===== src/rtl/core_pkg.sv =====
// core_pkg: shared RV32I constants and fetch-stage types.
// CORE_IF_MISALIGN_TRAP_EN adds a misaligned-target flag to each fetch entry.
package core_pkg;

  // RV32I major opcodes (instr[6:0])
  localparam logic [6:0] LUI   = 7'b0110111;
  localparam logic [6:0] AUIPC = 7'b0010111;
  localparam logic [6:0] JAL   = 7'b1101111;
  localparam logic [6:0] JALR  = 7'b1100111;
  localparam logic [6:0] BXXX  = 7'b1100011;
  localparam logic [6:0] LOAD  = 7'b0000011;
  localparam logic [6:0] STORE = 7'b0100011;
  localparam logic [6:0] ALI   = 7'b0010011;
  localparam logic [6:0] ALR   = 7'b0110011;

  // addi x0, x0, 0
  localparam logic [31:0] INSTR_NOP = 32'h0000_0013;

  typedef enum logic {
    BOOT,
    RUN
  } fetch_state_t;

  // One fetched instruction together with the PC it was fetched from.
  typedef struct packed {
`ifdef CORE_IF_MISALIGN_TRAP_EN
    logic        misalign;
`endif
    logic [31:0] pc;
    logic [31:0] instr;
  } fetch_entry_t;

endpackage


===== src/rtl/core_if_stage_if.sv =====
// core_if_stage_if: instruction bus, redirect and decode handshake of the fetch stage.
// CORE_IF_MISALIGN_TRAP_EN adds the o_misalign output.
interface core_if_stage_if;

  logic        o_ibus_rd_req;
  logic [31:0] o_ibus_rd_addr;
  logic        i_ibus_rd_gnt;
  logic [31:0] i_ibus_rd_data;
  logic        i_redirect;
  logic [31:0] i_redirect_pc;
  logic        i_id_stall;
  logic        o_valid;
  logic [31:0] o_instr;
  logic [31:0] o_pc;
`ifdef CORE_IF_MISALIGN_TRAP_EN
  logic        o_misalign;
`endif

  // Fetch stage side
  modport master (
`ifdef CORE_IF_MISALIGN_TRAP_EN
    output o_misalign,
`endif
    output o_ibus_rd_req,
    output o_ibus_rd_addr,
    input  i_ibus_rd_gnt,
    input  i_ibus_rd_data,
    input  i_redirect,
    input  i_redirect_pc,
    input  i_id_stall,
    output o_valid,
    output o_instr,
    output o_pc
  );

  // Memory / pipeline side
  modport slave (
`ifdef CORE_IF_MISALIGN_TRAP_EN
    input  o_misalign,
`endif
    input  o_ibus_rd_req,
    input  o_ibus_rd_addr,
    output i_ibus_rd_gnt,
    output i_ibus_rd_data,
    output i_redirect,
    output i_redirect_pc,
    output i_id_stall,
    input  o_valid,
    input  o_instr,
    input  o_pc
  );

endinterface


===== src/rtl/core_if_fifo.sv =====
// core_if_fifo: synchronous FIFO of fetched {pc, instr} entries with flush.
// A flush in the same cycle as a push leaves exactly the pushed entry.
module core_if_fifo
  import core_pkg::*;
#(
  parameter int unsigned DEPTH = 2
) (
  input  logic                         clk,
  input  logic                         rst,
  input  logic                         push,
  input  logic                         pop,
  input  logic                         flush,
  input  fetch_entry_t                 din,
  output fetch_entry_t                 head,
  output logic [$clog2(DEPTH+1)-1:0]   count
);

  localparam int unsigned PW = $clog2(DEPTH);
  localparam int unsigned CW = $clog2(DEPTH + 1);

  fetch_entry_t      mem [DEPTH];
  logic [PW-1:0]     wr_ptr;
  logic [PW-1:0]     rd_ptr;
  logic              do_pop;

  function automatic logic [PW-1:0] next_ptr(input logic [PW-1:0] p);
    return (p == PW'(DEPTH - 1)) ? '0 : p + 1'b1;
  endfunction

  assign do_pop = pop & (count != '0);
  assign head   = mem[rd_ptr];

  // Pointer and occupancy bookkeeping; flush wins over pop.
  always_ff @(posedge clk) begin
    if (rst) begin
      wr_ptr <= '0;
      rd_ptr <= '0;
      count  <= '0;
    end else if (flush) begin
      rd_ptr <= '0;
      wr_ptr <= push ? PW'(1) : '0;
      count  <= push ? CW'(1) : '0;
    end else begin
      if (push)   wr_ptr <= next_ptr(wr_ptr);
      if (do_pop) rd_ptr <= next_ptr(rd_ptr);
      case ({push, do_pop})
        2'b10:   count <= count + 1'b1;
        2'b01:   count <= count - 1'b1;
        default: count <= count;
      endcase
    end
  end

  // Entry storage; a push during flush lands in slot 0.
  always_ff @(posedge clk) begin
    if (push) mem[flush ? '0 : wr_ptr] <= din;
  end

  overflow_check: assert property (@(posedge clk) disable iff (rst)
    !(push && !flush && !do_pop && (count == CW'(DEPTH))))
    else $error("core_if_fifo overflow");

endmodule


===== src/rtl/core_if_stage.sv =====
// core_if_stage: RV32I instruction fetch stage (PC, bus requests, fetch queue, redirects).
// Optional: CORE_IF_MISALIGN_TRAP_EN turns a misaligned redirect into a flagged NOP
// entry carrying the raw target PC and halts fetch until the next redirect.
module core_if_stage
  import core_pkg::*;
#(
  parameter logic [31:0] RESET_PC   = 32'h0000_0000,
  parameter int unsigned FIFO_DEPTH = 2
) (
  input logic             clk,
  input logic             rst,
  core_if_stage_if.master bus
);

  localparam int unsigned CW          = $clog2(FIFO_DEPTH + 1);
  localparam logic [CW:0] DEPTH_LIMIT = (CW+1)'(FIFO_DEPTH);

  fetch_state_t  state;
  fetch_state_t  state_next;
  logic [31:0]   fetch_pc;
  logic [31:0]   req_pc;
  logic [31:0]   redirect_target;
  logic [31:0]   hold_pc;
  logic [31:0]   hold_instr;
  logic          inflight;
  logic          drop;
  logic          req;
  logic          accept;
  logic          pop;
  logic          push;
  logic          valid;
  logic          fetch_enable;
  logic [CW-1:0] count;
  logic [CW:0]   occupancy;
  fetch_entry_t  head;
  fetch_entry_t  push_entry;

`ifdef CORE_IF_MISALIGN_TRAP_EN
  logic          halted;
  logic          trap_redirect;

  assign trap_redirect = bus.i_redirect & (bus.i_redirect_pc[1:0] != 2'b00);
  assign fetch_enable  = ~halted;
`else
  assign fetch_enable  = 1'b1;
`endif

  assign valid           = (count != '0);
  assign pop             = valid & ~bus.i_id_stall;
  assign accept          = req & bus.i_ibus_rd_gnt;
  assign redirect_target = bus.i_redirect_pc & ~32'h3;
  // Entries queued plus the response in flight, minus the one leaving this cycle.
  assign occupancy       = {1'b0, count} + {{CW{1'b0}}, inflight} - {{CW{1'b0}}, pop};

  // State register
  always_ff @(posedge clk) begin
    if (rst) state <= BOOT;
    else     state <= state_next;
  end

  // Next state and request decision
  always_comb begin
    state_next = state;
    req        = 1'b0;
    case (state)
      BOOT: state_next = RUN;
      RUN:  req = ~bus.i_redirect & fetch_enable & (occupancy < DEPTH_LIMIT);
      default: state_next = BOOT;
    endcase
  end

  // Fetch PC, outstanding-response tracking and redirect handling
  always_ff @(posedge clk) begin
    if (rst) begin
      fetch_pc <= RESET_PC;
      req_pc   <= '0;
      inflight <= 1'b0;
      drop     <= 1'b0;
    end else begin
      inflight <= accept;
      drop     <= 1'b0;
      if (accept) begin
        fetch_pc <= fetch_pc + 32'd4;
        req_pc   <= fetch_pc;
      end
      if (bus.i_redirect) begin
        fetch_pc <= redirect_target;
        drop     <= accept;
      end
    end
  end

`ifdef CORE_IF_MISALIGN_TRAP_EN
  // Fetch halt after a misaligned redirect, released by any later redirect
  always_ff @(posedge clk) begin
    if (rst)                 halted <= 1'b0;
    else if (bus.i_redirect) halted <= trap_redirect;
  end
`endif

  // Queue input: bus response, or the trap NOP on a misaligned redirect
  always_comb begin
    push             = inflight & ~drop & ~bus.i_redirect;
    push_entry       = '0;
    push_entry.pc    = req_pc;
    push_entry.instr = bus.i_ibus_rd_data;
`ifdef CORE_IF_MISALIGN_TRAP_EN
    if (trap_redirect) begin
      push                = 1'b1;
      push_entry.misalign = 1'b1;
      push_entry.pc       = bus.i_redirect_pc;
      push_entry.instr    = INSTR_NOP;
    end
`endif
  end

  core_if_fifo #(
    .DEPTH (FIFO_DEPTH)
  ) u_fifo (
    .clk   (clk),
    .rst   (rst),
    .push  (push),
    .pop   (pop),
    .flush (bus.i_redirect),
    .din   (push_entry),
    .head  (head),
    .count (count)
  );

  // Last presented instruction, shown again while the queue is empty
  always_ff @(posedge clk) begin
    if (rst) begin
      hold_pc    <= '0;
      hold_instr <= '0;
    end else if (valid) begin
      hold_pc    <= head.pc;
      hold_instr <= head.instr;
    end
  end

  assign bus.o_ibus_rd_req  = req;
  assign bus.o_ibus_rd_addr = fetch_pc;
  assign bus.o_valid        = valid;
  assign bus.o_pc           = valid ? head.pc    : hold_pc;
  assign bus.o_instr        = valid ? head.instr : hold_instr;
`ifdef CORE_IF_MISALIGN_TRAP_EN
  assign bus.o_misalign     = valid & head.misalign;
`endif

endmodule


===== src/flat_wrapper.sv =====
// flat-port wrapper written by rule: the top's interface ports become plain ports
module core_if_stage_flat import core_pkg::*;
#(
  parameter logic [31:0] RESET_PC   = 32'h0000_0000,
  parameter int unsigned FIFO_DEPTH = 2
)
  (clk, rst, bus_o_ibus_rd_req, bus_o_ibus_rd_addr, bus_i_ibus_rd_gnt, bus_i_ibus_rd_data, bus_i_redirect, bus_i_redirect_pc, bus_i_id_stall, bus_o_valid, bus_o_instr, bus_o_pc);
  core_if_stage_if bus_i ();
  input logic clk;
  input logic rst;
  output wire logic [$bits(bus_i.o_ibus_rd_req)-1:0] bus_o_ibus_rd_req;
  output wire logic [$bits(bus_i.o_ibus_rd_addr)-1:0] bus_o_ibus_rd_addr;
  input wire logic [$bits(bus_i.i_ibus_rd_gnt)-1:0] bus_i_ibus_rd_gnt;
  input wire logic [$bits(bus_i.i_ibus_rd_data)-1:0] bus_i_ibus_rd_data;
  input wire logic [$bits(bus_i.i_redirect)-1:0] bus_i_redirect;
  input wire logic [$bits(bus_i.i_redirect_pc)-1:0] bus_i_redirect_pc;
  input wire logic [$bits(bus_i.i_id_stall)-1:0] bus_i_id_stall;
  output wire logic [$bits(bus_i.o_valid)-1:0] bus_o_valid;
  output wire logic [$bits(bus_i.o_instr)-1:0] bus_o_instr;
  output wire logic [$bits(bus_i.o_pc)-1:0] bus_o_pc;
  assign bus_o_ibus_rd_req = bus_i.o_ibus_rd_req;
  assign bus_o_ibus_rd_addr = bus_i.o_ibus_rd_addr;
  assign bus_i.i_ibus_rd_gnt = bus_i_ibus_rd_gnt;
  assign bus_i.i_ibus_rd_data = bus_i_ibus_rd_data;
  assign bus_i.i_redirect = bus_i_redirect;
  assign bus_i.i_redirect_pc = bus_i_redirect_pc;
  assign bus_i.i_id_stall = bus_i_id_stall;
  assign bus_o_valid = bus_i.o_valid;
  assign bus_o_instr = bus_i.o_instr;
  assign bus_o_pc = bus_i.o_pc;
  core_if_stage #(.RESET_PC(RESET_PC), .FIFO_DEPTH(FIFO_DEPTH)) u_core (.clk(clk), .rst(rst), .bus(bus_i));
endmodule

===== config.mk =====
export PLATFORM = sky130hd
export DESIGN_NAME = core_if_stage_flat
export DESIGN_NICKNAME = d
export VERILOG_FILES = /design/src/rtl/core_pkg.sv /design/src/rtl/core_if_stage_if.sv /design/src/rtl/core_if_fifo.sv /design/src/rtl/core_if_stage.sv /design/src/flat_wrapper.sv
export SDC_FILE = /design/constraint.sdc
export NUM_CORES = 1
export LEC_CHECK = 0
export CAP_MARGIN = 30
export CORE_MARGIN = 4
export CORE_UTILIZATION = 45
export DETAILED_ROUTE_END_ITERATION = 10
export PLACE_DENSITY = 0.69
export SLEW_MARGIN = 20
export SYNTH_ARGS = -nofsm -noshare
export SYNTH_HDL_FRONTEND = slang
export SYNTH_HIERARCHICAL = 1
export SYNTH_SLANG_ARGS = --single-unit

===== constraint.sdc =====
create_clock -name clk -period 11.24 [get_ports clk]
set_clock_uncertainty 0.1 [all_clocks]
set_input_delay 2.248 -clock clk [delete_from_list [all_inputs] [get_ports clk]]
set_output_delay 2.248 -clock clk [all_outputs]
set_load 0.01 [all_outputs]

==> summary.md, run 1 <==
| Metric | Value |
|---|---|
| Post-cts hold buffer count | `0` |
| Worst path arrival time | `4.84 ns` |
| Total Neg Setup Slack | `0 ns` |
| Die Ht | `162.1 µm` |
| Crit path to | `bus_o_ibus_rd_req` |
| Root Buffer | `clkbuf_16` |
| Full die area | `0.02628 mm²` |
| FF-to-FF path depth | `11` |
| F_max | `139.2 MHz` |
| MaxCap Viol Count | `0` |
| Vias in the first global route | `6824` |
| Int Pwr | `0.001517 W` |
| Synth warn | `6` |
| Comb power frac | `0.046` |
| DR iter-0 viols | `291` |
| Mapped cell area | `0.01069 mm²` |
| Avg Vias per Cell | `5.142` |
| Data required, critical path | `8.89 ns` |
| Most common cell after layout, fill and taps aside | `clkdlybuf4s50_1` |
| # fillers | `2026` |
| Post-synth top area cell | `edfxtp_1` |
| CTS Sinks | `260` |
| Post_cts resized | `0` |
| Avg Inst Size Synth | `12.82 µm²` |
| FF+latch count, synth | `260` |
| Util after Layout | `0.5696` |
| Leakage | `4.873 nW` |
| Setup repair after global routing missed its margin | `no` |
| Final Cycle Share | `0.6392` |
| Synth Flop Type | `dfxtp_1` |
| Area fraction of the dominant cell type after synthesis | `0.3596` |
| I/O Pins | `167` |
| R2R Path Start | `u_core/u_fifo/count[1]` |
| Total number of vias | `6829` |
| Area grow syn2layout | `24.71%` |
| Tmin final | `7.184 ns` |
| Main area contributors after synthesis | `edfxtp_1, dfxtp_1, mux2_4` |
| Pre-CTS WS | `4.072 ns` |
| Worst R2R Setup Slack | `6.73 ns` |
| Max-slew headroom | `0.3678` |
| Clock power share | `0.426` |
| Gate Count Post-Synth | `834` |
| Total power | `0.001923 W` |
| Detailed Route WL | `22160 µm` |
| GPL Wtd Cong | `0.8636` |
| Core Region | `0.02340 mm²` |
| First-pass GRT wire length | `35500 µm` |
| Post-synthesis cell type count | `53` |
| Post-synthesis sequential area ratio | `0.6068` |
| Largest vdd supply drop | `0.00007973 V` |
| Share of layout cells above drive strength 1 | `0.1923` |
| Antenna viol nets, final | `0` |
| Initial Util | `0.4567` |
| Critical R2R Capture | `u_core/bus.o_ibus_rd_addr[17]` |
| Pwr per Cell Area | `144.2 mW/mm²` |
| Max clock buf depth | `3` |
| Worst setup path start | `bus_i_id_stall` |
| Flop pwr share | `0.528` |
| Htree depth | `1` |
| Worst setup EP type | `output port` |
| GRT overflow | `0` |
| FP Rows | `56` |
| Worst Setup Start Kind | `primary input` |
| Hold/Removal Path Class | `flip-flop to flip-flop` |
| Die W | `162.1 µm` |
| Fin worst setup slack | `4.056 ns` |
| Final-report setup violation count | `0` |
| Commonest cells after routing, fill and taps aside | `clkdlybuf4s50_1, dfxtp_1, edfxtp_1, nand2_1, a21oi_1` |
| TritonCTS clock tree | `built` |
| Per-cell routed wire length | `16.69 µm` |
| Final nets | `1061` |
| Critical path type | `primary input to output port` |
| Switching power total | `0.0004055 W` |
| Initial antenna violation count | `0` |
| Antenna cells | `0` |
| Residual DRC | `0` |
| Worst Max-Slew Pin Slew | `0.9483 ns` |
| Post-synth EDFFs | `128` |
| HPWL Detailed | `13820 µm` |
| Router iterations before antenna repair | `5` |
| Fin. max-slew vios | `0` |
| IO Port Bufs | `162` |
| Num CTS Buffers | `27` |
| Reg clk slew, reported paths | `0.06 ns` |
| Status | `finished clean` |
| Critical Path Fanout Max | `6` |
| Final Hold Vio Count | `0` |
| Largest net degree at the start of global routing | `68` |
| Setup Buffers After CTS | `0` |
| GRT Overall Usage | `0.1653` |
| Sw frac | `0.2109` |
| Async set-or-reset flop fraction in the synthesized netlist | `0` |
| Clk Latency, worst-skew pair | `0.52 ns` |
-- power groups by stage --
stage	clock, W	sequential [W]	combinational [W]
2_1_floorplan	0	0.00103	0.0000360
3_3_place_gp	0	0.00104	0.0000858
3_5_place_dp	0	0.00104	0.0000883
4_1_cts	0.000845	0.00101	0.0000890
5_1_grt	0.000879	0.00102	0.0000960
6_report	0.000819	0.00102	0.0000884
-- per-stage QoR --
| stage | cell area (µm²) | hold WS, ns | instances |
|---|---|---|---|
| floorplan | 10710 | 0.3254 | 840 |
| global placement | 12480 | 0.3319 | 1278 |
| detailed placement | 12510 | 0.3376 | 1279 |
| CTS | 13330 | 0.3512 | 1328 |
| global route | 13330 | 0.3699 | 1328 |
| finish | 13330 | 0.3485 | 1328 |
-- how the worst min path moves through the flow --
stage                            startpoint                        to  slack, ns  cells after the start
after floorplan            u_core/req_pc[2]  u_core/u_fifo/mem[0][34]       0.33                      0
after global placement    u_core/req_pc[18]  u_core/u_fifo/mem[0][50]       0.33                      0
after detailed placement  u_core/req_pc[20]  u_core/u_fifo/mem[1][52]       0.34                      0
after CTS                 u_core/req_pc[20]  u_core/u_fifo/mem[1][52]       0.35                      0
after global routing      u_core/req_pc[20]  u_core/u_fifo/mem[1][52]       0.37                      0
final                     u_core/req_pc[20]  u_core/u_fifo/mem[1][52]       0.35                      0
-- synthesized netlist by cell type, drive strengths merged (8+ instances only) --
master and instances:
clkbuf 24, a21oi 73, a31oi 8, buf 26, and3 13, nand4 12
edfxtp 128, mux2 131, nor3 12, o21ai 19, nand2 85, dfxtp 132
inv 11, nor2 14, nor4 15, and2 68, nand3 10
-- worst max-delay path, cell delays in order --
cell and delay (ns):
clkdlybuf4s50_1 0.40, nor2_1 0.32, ha_1 0.29, nand2b_1 0.15, fa_1 0.38, xor2_1 0.20
nor3_1 0.26, clkdlybuf4s50_1 0.59
-- final cells by class --
cell class                      count  area, µm²  share of cell area
Multi-Input combinational cell    519       3884              0.2913
Clock buffer                       36      750.7             0.05632
Clock inverter                     13      68.82            0.005162
Inverter                           11      41.29            0.003097
Sequential cell                   260       6490              0.4869
Timing Repair Buffer              170       1697              0.1273
Tap cell                          319      399.1             0.02994
-- per-layer routing --
metal | up-vias | GRT usage | wire length [µm]
met4 | 0 | 0.04460 | 411
met2 | 228 | 0.2707 | 10150
met1 | 3249 | 0.2248 | 10100
met5 | - | 0 | 0
met3 | 29 | 0.03527 | 1499
li1 | 3323 | - | -
-- kinds of logic (layout without fill, tap and decap cells) --
group / after synthesis / in the layout / share of synthesized area
XOR/XNOR: 7 / 7 / 0.005736
flip-flops: 260 / 260 / 0.6068
AND/OR/NAND/NOR: 248 / 248 / 0.1238
multiplexers: 132 / 132 / 0.1600
AO/OA/AOI/OAI: 122 / 122 / 0.06497
adder cells (fa/ha/maj): 3 / 3 / 0.004214
buffers and inverters: 61 / 230 / 0.03406
other: 1 / 7 / 0.0003508
-- sequential cells by signal (all words and copies together) (netlist names), named ones only --
signal / flops
u_core/hold_instr: 32
u_core/u_fifo/wr_ptr: 1
u_core/bus.o_ibus_rd_addr: 30
u_core/state: 1
u_core/drop: 1
u_core/u_fifo/mem: 128
u_core/hold_pc: 32
u_core/inflight: 1
u_core/u_fifo/rd_ptr: 1
u_core/req_pc: 30
u_core/u_fifo/count: 2
Power figures use the tool's default switching activity.
==> run 2: changes to the inputs <==
clock period = 7.5 ns   (was 11.24 ns; I/O delays follow)
==> summary.md, run 2 (synthesis gave the netlist of run 1 again) <==
| Metric | Value |
|---|---|
| Largest register FFs | `128 (unchanged)` |
| CTS Sinks | `260 (unchanged)` |
| Flop pwr share | `0.499 (was 0.528)` |
| Most frequent CP cell | `clkdlybuf4s50_1 (unchanged)` |
| Critical path type | `primary input to output port (unchanged)` |
| Final Cycle Share | `0.7539` |
| Avg Vias per Cell | `5.166 (was 5.142)` |
| Share of layout cells above drive strength 1 | `0.1945 (was 0.1923)` |
| Hold/Removal Path Class | `flip-flop to flip-flop (unchanged)` |
| Max clock buf depth | `3 (unchanged)` |
| Critical path's slowest cell | `clkdlybuf4s50_1 (unchanged)` |
| Worst Max-Slew Pin Slew | `0.9469 ns (was 0.9483 ns)` |
| Core Region | `0.02340 mm² (unchanged)` |
| Slowest stage delay, CP | `0.58 ns (was 0.59 ns)` |
| Critical R2R Capture | `u_core/bus.o_ibus_rd_addr[17] (unchanged)` |
| Sw frac | `0.2024 (was 0.2109)` |
| Largest vdd supply drop | `0.0001311 V (was 0.00007973 V)` |
| Crit path depth | `8 (unchanged)` |
| MaxCap Viol Count | `0 (unchanged)` |
| IO Port Bufs | `162 (unchanged)` |
| Critical Path Fanout Max | `6 (unchanged)` |
| Hold_sp | `u_core/req_pc[13] (was u_core/req_pc[20])` |
| Detailed Route WL | `22200 µm (was 22160 µm)` |
| HPWL Detailed | `13940 µm (was 13820 µm)` |
| Final Hold Vio Count | `0 (unchanged)` |
| Htree depth | `1 (unchanged)` |
| TritonCTS clock tree | `built (unchanged)` |
| Largest net degree at the start of global routing | `68 (unchanged)` |
| Most common cell after layout, fill and taps aside | `clkdlybuf4s50_1 (unchanged)` |
| Residual DRC | `0 (unchanged)` |
| Worst setup path start | `bus_i_id_stall (unchanged)` |
| Crit path buf inv count | `2 (unchanged)` |
| First-pass GRT wire length | `35640 µm (was 35500 µm)` |
| Full die area | `0.02628 mm² (unchanged)` |
| Worst setup EP type | `output port (unchanged)` |
| Worst path arrival time | `4.05 ns (was 4.84 ns)` |
| Antenna cells | `0 (unchanged)` |
| Post-cts hold buffer count | `0 (unchanged)` |
| Crit path cell chain | `clkdlybuf4s50_1 > nor2_1 > ha_1 > nand2b_1 > fa_1 > xor2_1 > nor3_1 > clkdlybuf4s50_1 (unchanged)` |
| Total Neg Setup Slack | `0 ns (unchanged)` |
| Final-report setup violation count | `0 (unchanged)` |
| Root Buffer | `clkbuf_16 (unchanged)` |
| Vias in the first global route | `6834 (was 6824)` |
| Post_cts resized | `0 (unchanged)` |
| Die W | `162.1 µm (unchanged)` |
| F_max | `176.9 MHz` |
| I/O Pins | `167 (unchanged)` |
| Clk Latency, worst-skew pair | `0.53 ns (was 0.52 ns)` |
| Util after Layout | `0.5762 (was 0.5696)` |
| Area grow syn2layout | `26.15% (was 24.71%)` |
| Leakage | `4.949 nW (was 4.873 nW)` |
| Total number of vias | `6881 (was 6829)` |
| Data required, critical path | `5.90 ns (was 8.89 ns)` |
| Fin. max-slew vios | `0 (unchanged)` |
| FF-to-FF path depth | `11 (unchanged)` |
| Pwr per Cell Area | `226.3 mW/mm² (was 144.2 mW/mm²)` |
| Total power | `0.003051 W (was 0.001923 W)` |
| Worst Setup Start Kind | `primary input (unchanged)` |
| Max-slew headroom | `0.3687 (was 0.3678)` |
| Largest Register | `u_core/u_fifo/mem (unchanged)` |
| CP delay by family, top | `buffers and inverters (unchanged)` |
| Pre-CTS WS | `1.826 ns (was 4.072 ns)` |
| Initial Util | `0.4567 (unchanged)` |
| Comb power frac | `0.043 (was 0.046)` |
| GPL Wtd Cong | `0.8205 (was 0.8636)` |
| Clock power share | `0.458 (was 0.426)` |
| FP Rows | `56 (unchanged)` |
| Num CTS Buffers | `28 (was 27)` |
| Fin worst setup slack | `1.846 ns (was 4.056 ns)` |
| Antenna viol nets, final | `0 (unchanged)` |
| Reg clk slew, reported paths | `0.06 ns (about the same)` |
| GRT Overall Usage | `0.1653 (about the same)` |
| Status | `finished clean (unchanged)` |
| GRT overflow | `0 (unchanged)` |
| WHS | `0.3486 ns (was 0.3485 ns)` |
| Switching power total | `0.0006176 W (was 0.0004055 W)` |
| # fillers | `1958 (was 2026)` |
| Worst R2R Setup Slack | `3.01 ns (was 6.73 ns)` |
| Final nets | `1063 (was 1061)` |
| Crit path to | `bus_o_ibus_rd_req (unchanged)` |
| Router iterations before antenna repair | `5 (unchanged)` |
| Die Ht | `162.1 µm (unchanged)` |
| Int Pwr | `0.002433 W (was 0.001517 W)` |
| Tmin final | `5.654 ns` |
| Initial antenna violation count | `0 (unchanged)` |
| Setup Buffers After CTS | `0 (unchanged)` |
| DR iter-0 viols | `405 (was 291)` |
| R2R Path Start | `u_core/u_fifo/count[1] (unchanged)` |
| Setup repair after global routing missed its margin | `no (unchanged)` |
| Largest registers | `u_core/u_fifo/mem (128), u_core/hold_instr (32), u_core/hold_pc (32) (unchanged)` |
| Commonest cells after routing, fill and taps aside | `clkdlybuf4s50_1, dfxtp_1, edfxtp_1, nand2_1, a21oi_1 (unchanged)` |
| Per-cell routed wire length | `16.67 µm (was 16.69 µm)` |
==> run 2: changes by cell type in the layout (fill, tap and decap cells not counted), sizes merged <==
cell / change
clkbuf: +5
clkinv: -4
inv: +1
buf: +1
bufinv: +3
clkinvlp: -2
==> run 2: final cells by class <==
type                    count  area [µm²]  area share
clock buffers              41       822.0     0.06096
inverters                  11       41.29    0.003062
multi-input cells         519        3884      0.2880
well taps                 319       399.1     0.02960
flip-flops and latches    260        6490      0.4813
repair buffers            171        1717      0.1273
clock inverters            11       131.4    0.009743
==> run 2: worst reg2reg max path, delay by kind of cell (launching register included) <==
family / cells / cell delay (ns)
muxes: 1 / 0.37
DFF: 1 / 0.41
and+or+nand+nor: 5 / 1.79
buffers and inverters: 1 / 0.71
adders and majority gates: 2 / 0.73
xor gates and xnor gates: 1 / 0.20
AOI/OAI and AO/OA: 1 / 0.13
==> run 2: power groups by stage <==
stage	Combinational (W)	Sequential, W	Clock (W)
5_1_grt	0.000144	0.00152	0.00149
3_5_place_dp	0.000132	0.00155	0
2_1_floorplan	0.0000540	0.00155	0
4_1_cts	0.000133	0.00152	0.00143
6_report	0.000132	0.00152	0.00140
3_3_place_gp	0.000129	0.00155	0
==> run 2: worst min-delay path by stage <==
| stage | depth (start not counted) | to | slack (ns) |
|---|---|---|---|
| after CTS | 0 | u_core/u_fifo/mem[1][45] | 0.35 |
| after floorplan | 0 | u_core/u_fifo/mem[0][34] | 0.33 |
| after detailed placement | 0 | u_core/u_fifo/mem[1][45] | 0.34 |
| after global placement | 0 | u_core/u_fifo/mem[0][47] | 0.33 |
| final | 0 | u_core/u_fifo/mem[1][45] | 0.35 |
| after global routing | 0 | u_core/u_fifo/mem[0][45] | 0.35 |
==> run 2: metrics by stage <==
step                      instance area, µm²  std cells
final                                  13480       1332
after global routing                   13480       1332
after CTS                              13460       1331
after detailed placement               12510       1279
after global placement                 12480       1278
after floorplan                        10710        840
==> run 2: metal layers <==
metal  up-vias  GRT usage  wire (µm)
met5         -          0          0
met4         0    0.03230        271
met3        23    0.03349       1415
met2       222     0.2757      10310
met1      3305     0.2266      10200
li1       3331          -          -
==> run 3: changes to the inputs <==
clock period = 5.73 ns   (was 7.5 ns; I/O delays follow)
==> summary.md, run 3 (synthesis gave the netlist of run 1 again) <==
| Metric | Value |
|---|---|
| Clk Latency, worst-skew pair | `0.53 ns (about the same)` |
| Largest registers | `u_core/u_fifo/mem (128), u_core/hold_instr (32), u_core/hold_pc (32) (unchanged)` |
| IO Port Bufs | `162 (unchanged)` |
| Total power | `0.004133 W (was 0.003051 W)` |
| HPWL Detailed | `14230 µm (was 13940 µm)` |
| Residual DRC | `0 (unchanged)` |
| Critical path's slowest cell | `clkdlybuf4s50_1 (unchanged)` |
| F_max | `200.8 MHz` |
| Final-report setup violation count | `0 (unchanged)` |
| Core Region | `0.02340 mm² (unchanged)` |
| Initial antenna violation count | `0 (unchanged)` |
| Htree depth | `1 (unchanged)` |
| GRT overflow | `0 (unchanged)` |
| Final Cycle Share | `0.8693` |
| Antenna viol nets, final | `0 (unchanged)` |
| Tmin final | `4.981 ns` |
| Die Ht | `162.1 µm (unchanged)` |
| Pwr per Cell Area | `304.0 mW/mm² (was 226.3 mW/mm²)` |
| Worst Setup Start Kind | `primary input (unchanged)` |
| TritonCTS clock tree | `built (unchanged)` |
| Setup Buffers After CTS | `0 (unchanged)` |
| GPL Wtd Cong | `0.8422 (was 0.8205)` |
| Reg clk slew, reported paths | `0.06 ns (about the same)` |
| Largest register FFs | `128 (unchanged)` |
| Share of layout cells above drive strength 1 | `0.2010 (was 0.1945)` |
| Most common cell after layout, fill and taps aside | `clkdlybuf4s50_1 (unchanged)` |
| Fin. max-slew vios | `0 (unchanged)` |
| Total Neg Setup Slack | `0 ns (unchanged)` |
| Commonest cells after routing, fill and taps aside | `clkdlybuf4s50_1, dfxtp_1, edfxtp_1, nand2_1, a21oi_1 (unchanged)` |
| Final Hold Vio Count | `0 (unchanged)` |
| Full die area | `0.02628 mm² (unchanged)` |
| Worst path arrival time | `3.74 ns (was 4.05 ns)` |
| DR iter-0 viols | `406 (was 405)` |
| Most frequent CP cell | `clkdlybuf4s50_1 (unchanged)` |
| Crit path cell chain | `clkdlybuf4s50_1 > nor2_1 > ha_1 > nand2b_1 > fa_1 > xor2_1 > nor3_1 > clkdlybuf4s50_1 (unchanged)` |
| Total number of vias | `6868 (was 6881)` |
| GRT Overall Usage | `0.1675 (was 0.1653)` |
| Per-cell routed wire length | `16.85 µm (was 16.67 µm)` |
| Post-cts hold buffer count | `0 (unchanged)` |
| Final nets | `1065 (was 1063)` |
| First-pass GRT wire length | `36090 µm (was 35640 µm)` |
| Largest vdd supply drop | `0.0001917 V (was 0.0001311 V)` |
| I/O Pins | `167 (unchanged)` |
| Critical path type | `primary input to output port (unchanged)` |
| Worst Max-Slew Pin Slew | `0.9367 ns (was 0.9469 ns)` |
| Post_cts resized | `0 (unchanged)` |
| Vias in the first global route | `6838 (was 6834)` |
| Initial Util | `0.4567 (unchanged)` |
| Data required, critical path | `4.48 ns (was 5.90 ns)` |
| Router iterations before antenna repair | `5 (unchanged)` |
| Slowest stage delay, CP | `0.59 ns (was 0.58 ns)` |
| MaxCap Viol Count | `0 (unchanged)` |
| Hold/Removal Path Class | `flip-flop to flip-flop (unchanged)` |
| Max clock buf depth | `3 (unchanged)` |
| FP Rows | `56 (unchanged)` |
| Worst setup EP type | `output port (unchanged)` |
| Die W | `162.1 µm (unchanged)` |
| Num CTS Buffers | `28 (unchanged)` |
| Avg Vias per Cell | `5.148 (was 5.166)` |
| Area grow syn2layout | `27.19% (was 26.15%)` |
| Critical Path Fanout Max | `6 (unchanged)` |
| Detailed Route WL | `22470 µm (was 22200 µm)` |
| CTS Sinks | `260 (unchanged)` |
| Status | `finished clean (unchanged)` |
| Leakage | `5.007 nW (was 4.949 nW)` |
| Largest Register | `u_core/u_fifo/mem (unchanged)` |
| Largest net degree at the start of global routing | `67 (was 68)` |
| Root Buffer | `clkbuf_16 (unchanged)` |
| Max-slew headroom | `0.3755 (was 0.3687)` |
| Setup repair after global routing missed its margin | `no (unchanged)` |
| Antenna cells | `0 (unchanged)` |
run 3: cell types whose count changed in the layout (fill, tap and decap cells not counted), sizes merged:
cell      previous run  this run
clkinv               7         2
clkbuf              41        45
bufinv               3         2
buf                 10        12
clkinvlp             0         1
inv                 12        13
run 3: final timing paths:
path,slack (ns),endpoint,start,cells past startpoint
min,0.35,u_core/u_fifo/mem[1][50],u_core/req_pc[18],0
max,0.75,bus_o_ibus_rd_req,bus_i_id_stall,8
max reg2reg,1.90,u_core/bus.o_ibus_rd_addr[17],u_core/u_fifo/count[1],10
min reg2reg,0.35,u_core/u_fifo/mem[1][50],u_core/req_pc[18],0
run 3: layout make-up:
| class | count | area (µm²) |
|---|---|---|
| fill | 1936 | 9807 |
| sequential | 260 | 6490 |
| multi-input combinational | 519 | 3884 |
| timing repair buffer | 173 | 1719 |
| clock buffer | 45 | 972.2 |
| tap | 319 | 399.1 |
| clock inverter | 7 | 90.09 |
| inverter | 11 | 41.29 |
run 3: power by group:
group	leakage [nW]	switching [W]	internal (W)
Clock	0.525	0.000716	0.00125
Sequential	2.33	0.0000290	0.00196
Combinational	2.15	0.0000788	0.0000946
Total	5.01	0.000824	0.00331
run 3: layer usage:
| layer | vias up | track usage | share of wire |
|---|---|---|---|
| met2 | 249 | 0.2780 | 0.47 |
| met5 | - | 0 | 0 |
| li1 | 3334 | - | - |
| met4 | 0 | 0.03460 | 0.013 |
| met1 | 3259 | 0.2289 | 0.45 |
| met3 | 26 | 0.03603 | 0.069 |
run 3: metrics by stage:
| stage | std cells | util | cell area (µm²) | setup WS, ns | hold WS, ns |
|---|---|---|---|---|---|
| floorplan | 840 | - | 10710 | 1.415 | 0.3254 |
| global placement | 1281 | 0.5344 | 12510 | 0.7734 | 0.3326 |
| detailed placement | 1282 | 0.5356 | 12530 | 0.7366 | 0.3368 |
| CTS | 1334 | 0.5809 | 13600 | 0.7201 | 0.3438 |
| global route | 1334 | 0.5809 | 13600 | 0.5823 | 0.3530 |
| finish | 1334 | 0.5809 | 13600 | 0.7489 | 0.3451 |
run 3: critical path: cells and delay by family:
kind | cells | cell delay (ns)
buffers and inverters | 2 | 1.00
and+or+nand+nor | 3 | 0.72
adders and majority gates | 2 | 0.67
xor gates and xnor gates | 1 | 0.21
